### src/rtl/writeback_arbiter.sv
// Writeback stage: buffers ALU and scalar-load results, round-robins them
// onto the scalar register-file port and retires scoreboard entries.
module wb_fifo #(
    parameter int W     = 37,
    parameter int DEPTH = 2
) (
    input  logic         CLK,
    input  logic         nRST,
    input  logic         push,
    input  logic [W-1:0] din,
    input  logic         pop,
    output logic [W-1:0] dout,
    output logic         empty,
    output logic         full
);
    localparam int AW = $clog2(DEPTH);

    logic [W-1:0] mem [DEPTH];
    logic [AW:0]  wp;
    logic [AW:0]  rp;

    // Extra wrap bit on the pointers distinguishes full from empty.
    assign empty = (wp == rp);
    assign full  = (wp[AW] != rp[AW]) && (wp[AW-1:0] == rp[AW-1:0]);
    assign dout  = mem[rp[AW-1:0]];

    always_ff @(posedge CLK or negedge nRST) begin
        if (!nRST) begin
            wp <= '0;
            rp <= '0;
        end else begin
            if (push) wp <= wp + {{AW{1'b0}}, 1'b1};
            if (pop)  rp <= rp + {{AW{1'b0}}, 1'b1};
        end
    end

    always_ff @(posedge CLK) begin
        if (push) mem[wp[AW-1:0]] <= din;
    end
endmodule

module writeback_arbiter #(
    parameter int WORD_W = 32,
    parameter int SREG_W = 5,
    parameter int MREG_W = 4,
    parameter int DEPTH  = 2,
    parameter int CNT_W  = 16
) (
    input  logic              CLK,
    input  logic              nRST,
    input  logic              alu_valid,
    output logic              alu_ready,
    input  logic [SREG_W-1:0] alu_rd,
    input  logic [WORD_W-1:0] alu_data,
    input  logic              sls_valid,
    output logic              sls_ready,
    input  logic [SREG_W-1:0] sls_rd,
    input  logic [WORD_W-1:0] sls_data,
    input  logic              mls_done,
    input  logic [MREG_W-1:0] mls_md,
    output logic              rf_wen,
    output logic [SREG_W-1:0] rf_waddr,
    output logic [WORD_W-1:0] rf_wdata,
    output logic              sb_s_clear,
    output logic [SREG_W-1:0] sb_s_reg,
    output logic              sb_m_clear,
    output logic [MREG_W-1:0] sb_m_reg,
    output logic [CNT_W-1:0]  conflict_cnt
);
    localparam int E = SREG_W + WORD_W;
    localparam logic LG_ALU = 1'b0;
    localparam logic LG_SLS = 1'b1;

    logic         alu_empty;
    logic         alu_full;
    logic         sls_empty;
    logic         sls_full;
    logic         alu_push;
    logic         sls_push;
    logic [E-1:0] alu_dout;
    logic [E-1:0] sls_dout;
    logic         last_grant;
    logic         tie;
    logic         gnt_alu;
    logic         gnt_sls;
    logic         gnt;
    logic [E-1:0] head;
    logic [SREG_W-1:0] head_rd;
    logic [WORD_W-1:0] head_data;

    assign alu_ready = !alu_full;
    assign sls_ready = !sls_full;
    assign alu_push  = alu_valid && alu_ready;
    assign sls_push  = sls_valid && sls_ready;

    wb_fifo #(.W(E), .DEPTH(DEPTH)) u_alu_fifo (
        .CLK   (CLK),
        .nRST  (nRST),
        .push  (alu_push),
        .din   ({alu_rd, alu_data}),
        .pop   (gnt_alu),
        .dout  (alu_dout),
        .empty (alu_empty),
        .full  (alu_full)
    );

    wb_fifo #(.W(E), .DEPTH(DEPTH)) u_sls_fifo (
        .CLK   (CLK),
        .nRST  (nRST),
        .push  (sls_push),
        .din   ({sls_rd, sls_data}),
        .pop   (gnt_sls),
        .dout  (sls_dout),
        .empty (sls_empty),
        .full  (sls_full)
    );

    always_comb begin
        tie       = !alu_empty && !sls_empty;
        gnt_alu   = !alu_empty && (sls_empty || last_grant == LG_SLS);
        gnt_sls   = !sls_empty && !gnt_alu;
        gnt       = gnt_alu || gnt_sls;
        head      = gnt_alu ? alu_dout : sls_dout;
        head_rd   = head[E-1 -: SREG_W];
        head_data = head[WORD_W-1:0];
    end

    always_ff @(posedge CLK or negedge nRST) begin
        if (!nRST) begin
            last_grant   <= LG_SLS;
            rf_wen       <= 1'b0;
            rf_waddr     <= '0;
            rf_wdata     <= '0;
            sb_s_clear   <= 1'b0;
            sb_s_reg     <= '0;
            sb_m_clear   <= 1'b0;
            sb_m_reg     <= '0;
            conflict_cnt <= '0;
        end else begin
            if (tie) last_grant <= gnt_alu ? LG_ALU : LG_SLS;
            // x0 still retires on the scoreboard but never writes the file.
            rf_wen     <= gnt && (head_rd != '0);
            sb_s_clear <= gnt;
            if (gnt) begin
                rf_waddr <= head_rd;
                rf_wdata <= head_data;
                sb_s_reg <= head_rd;
            end
            sb_m_clear <= mls_done;
            sb_m_reg   <= mls_md;
            if (tie && conflict_cnt != '1)
                conflict_cnt <= conflict_cnt + {{(CNT_W-1){1'b0}}, 1'b1};
        end
    end
endmodule

### config.mk
export PLATFORM = sky130hd
export DESIGN_NAME = writeback_arbiter
export DESIGN_NICKNAME = d
export VERILOG_FILES = /design/src/rtl/writeback_arbiter.sv
export SDC_FILE = /design/constraint.sdc
export NUM_CORES = 1
export LEC_CHECK = 0
export ABC_AREA = 0
export BUFFER_PORTS_ARGS = -buffer_cell sky130_fd_sc_hd__buf_2
export CAP_MARGIN = 20
export CELL_PAD_IN_SITES_DETAIL_PLACEMENT = 2
export CELL_PAD_IN_SITES_GLOBAL_PLACEMENT = 2
export CORE_ASPECT_RATIO = 1.4
export CORE_UTILIZATION = 30
export DETAILED_ROUTE_END_ITERATION = 12
export PLACE_DENSITY = 0.69
export SYNTH_ARGS = -nofsm -noshare
export SYNTH_HDL_FRONTEND = slang
export SYNTH_SLANG_ARGS = --single-unit
### constraint.sdc
create_clock -name CLK -period 3.5 [get_ports CLK]
set_clock_uncertainty 0.1 [all_clocks]
set_input_delay 0.175 -clock CLK [delete_from_list [all_inputs] [get_ports CLK]]
set_output_delay 0.175 -clock CLK [all_outputs]
set_load 0.01 [all_outputs]
==> results.json <==
{
  "grt.overflow.total": 0,
  "numCtsBuffers": 24,
  "cts_resized": 0,
  "synth_cells": 567,
  "wl_per_cell_um": 21.2,
  "status": "finished, final reports clean",
  "setup-violations-final": 0,
  "diodes": 0,
  "fin_ws_ns": 0.863,
  "setup-tns-final_ns": 0,
  "first_global_vias": 6743,
  "cp_max_fo": 67,
  "drtPass1Iterations": 4,
  "ant_nets": 0,
  "pin_count": 150,
  "grt_antenna_before_repair": 0,
  "required_ns": 3.77,
  "avgSynthCellArea_um2": 15.2,
  "grt_usage_pct": 17.4,
  "min_period_ns": 2.64,
  "dieArea_mm2": 0.0295,
  "path_cells": "xor2_1, or2_4, buf_4, nand2_1, o21ai_0, a21oi_1",
  "dp_slack_ns": 0.779,
  "fp.dieH_um": 203,
  "crit_path_start_kind": "flip-flop",
  "htreeDepth": 1,
  "clk_pin_slew_ns": 0.06,
  "synth.distinct_cells": 44,
  "ys_warn_count": 0,
  "multi_input_area_mm2": 0.00230,
  "wl_um": 25300,
  "root_buffer": "clkbuf_16",
  "start_util_pct": 30.4,
  "vias_per_cell": 4.88,
  "slew_headroom_pct": 31.6,
  "rsz0062_at_grt": "false",
  "synth_async_sr_flop_share_pct": 31.8,
  "slowest_delay_ns": 0.63,
  "cts_tree": "done",
  "drc": 0,
  "yosysTopAreaCellShare_pct": 51.4,
  "worst-setup-path-type": "flip-flop to flip-flop",
  "cellLeakagePower_nw": 4.54,
  "syn-cell-area_mm2": 0.00864,
  "drive_gt1_share_pct": 26.0,
  "post_cts_buffers": 0,
  "drtIter0Drc": 253,
  "grt_pass1_wl_um": 38900,
  "ys_ff_latch": 217,
  "portBuffers": 149,
  "final_max_slew_viol_count": 0,
  "ff2ff_setup_slack_ns": 0.86,
  "synthFlopType": "edfxtp_1",
  "dp_hpwl_um": 15700,
  "rows": 73,
  "grt_max_degree": 70,
  "yosys.area.top_type": "edfxtp_1",
  "register_area_mm2": 0.00617,
  "gp_congestion": 0.727,
  "cp-end-kind": "flip-flop",
  "drv_cap": 0,
  "min_period_over_period_pct": 75.3,
  "core_area_mm2": 0.0284,
  "cp.arrival_ns": 2.90,
  "dieWidth_um": 145,
  "via_count": 5807,
  "fill_cells": 2809,
  "crit_slowest_cell": "buf_4",
  "clkSinkCount": 217,
  "ys_seq_area_share_pct": 71.4,
  "cellPowerDensity_mw_per_mm2": 1030,
  "final_nets": 880,
  "tightest_slew_ns": 1.03,
  "syn_nets": 651,
  "cts_buffer_depth": 3,
  "hold_buffers": 82,
  "ir_drop_mv": 0.469,
  "fmax_mhz": 379,
  "area_growth_syn_to_layout_pct": 32.2,
  "hold_viol": 0,
  "yosys-top-cells-area": "edfxtp_1 (51%), dfrtp_1 (20%), mux2i_1 (8.5%)",
  "hold_class": "primary input to flip-flop",
  "synth_edf_count": 148,
  "insertion_delay_ns": 0.52
}
==> placed cells by master (no fill, tap or decap), types with 3 or more instances in the layout <==
cell / n
a21oi_1: 36
a32o_1: 34
and3_1: 4
buf_2: 148
buf_4: 10
bufinv_16: 4
clkbuf_1: 4
clkbuf_16: 25
clkinv_1: 5
clkinvlp_4: 3
dfrtp_1: 66
dlygate4sd3_1: 82
edfxtp_1: 148
mux2_2: 3
mux2i_1: 73
nand2_1: 42
nand3_1: 10
nand4_1: 3
nor2_1: 10
nor2_4: 3
nor3_1: 3
o21ai_0: 31
o21ai_1: 4
xnor2_1: 15
xor2_1: 11
==> power by group <==
group | switching (mW) | internal, mW | total, mW
registers | 0.591 | 3.78 | 4.37
clock network | 1.03 | 1.60 | 2.63
logic | 3.05 | 1.78 | 4.83
==> through the flow <==
| stage | hold WS (ns) | area (um2) | std cells | power (mW) | util [%] |
|---|---|---|---|---|---|
| after CTS | 0.189 | 11400 | 1188 | 11.8 | 40.1 |
| after global routing | 0.213 | 11400 | 1189 | 12.5 | 40.2 |
| after global placement | 0.188 | 9760 | 1062 | 8.61 | 34.4 |
| after floorplan | -0.221 | 8640 | 567 | 7.47 | - |
| final | 0.221 | 11400 | 1189 | 11.8 | 40.2 |
| after detailed placement | 0.188 | 9760 | 1062 | 9.07 | 34.4 |
==> cells in the mapped netlist, drive strengths merged, types with 2 or more instances <==
cell / instances
nor4: 2
o21ai: 36
nor3: 3
nor2: 13
a31oi: 2
buf: 23
a211oi: 2
nand2: 42
nand4: 3
and3: 6
xor2: 12
xnor2: 15
a32o: 34
nand2b: 2
edfxtp: 148
a221o: 2
a21oi: 38
mux2: 4
mux2i: 73
inv: 2
nand3: 10
clkbuf: 15
dfrtp: 68
==> worst max-delay path: cells and delay by family, from the launching register on <==
kind	cells	cell delay (ns)
buf+inv	1	0.63
xor+xnor	1	0.37
flops	1	0.40
simple gates	2	0.66
compound gates	2	0.26
==> layer usage <==
metal / up-vias / GRT usage (%) / share of wire [%] / wire [um]
li1: 2623 / - / - / -
met1: 2943 / 19.2 / 39 / 9890
met2: 184 / 32.5 / 53 / 13400
met3: 57 / 2.58 / 4.0 / 1010
met4: 0 / 8.05 / 3.8 / 949
met5: - / 0 / 0 / 0
==> worst paths after layout <==
path	startpoint	endpoint	cells past startpoint
min reg2reg	u_alu_fifo.wp[1]	u_alu_fifo.wp[1]	1
max	u_alu_fifo.rp[1]	rf_wdata[20]	6
max in group asynchronous	nRST	u_sls_fifo.rp[0]	2
min	mls_md[2]	sb_m_reg[2]	2
max reg2reg	u_alu_fifo.rp[1]	rf_wdata[20]	6
min in group asynchronous	nRST	sb_m_reg[2]	2
==> area by class of cell <==
class                   instances  share of cell area [%]
clock buffers                  29                    5.61
clock inverters                15                    1.58
inverters                       2                  0.0657
multi-input cells             310                    20.1
flip-flops and latches        217                    54.0
well taps                     375                    4.11
repair buffers                241                    14.5
==> logic make-up after synthesis <==
| group | after synthesis | synth area share (%) |
|---|---|---|
| flops | 217 | 71.4 |
| buf+inv | 40 | 2.42 |
| mux | 77 | 8.97 |
| xor+xnor | 27 | 2.82 |
| simple gates | 86 | 4.59 |
| fa+ha+maj | 1 | 0.145 |
| compound gates | 119 | 9.65 |
No activity file was read; power rests on OpenSTA's default activity.
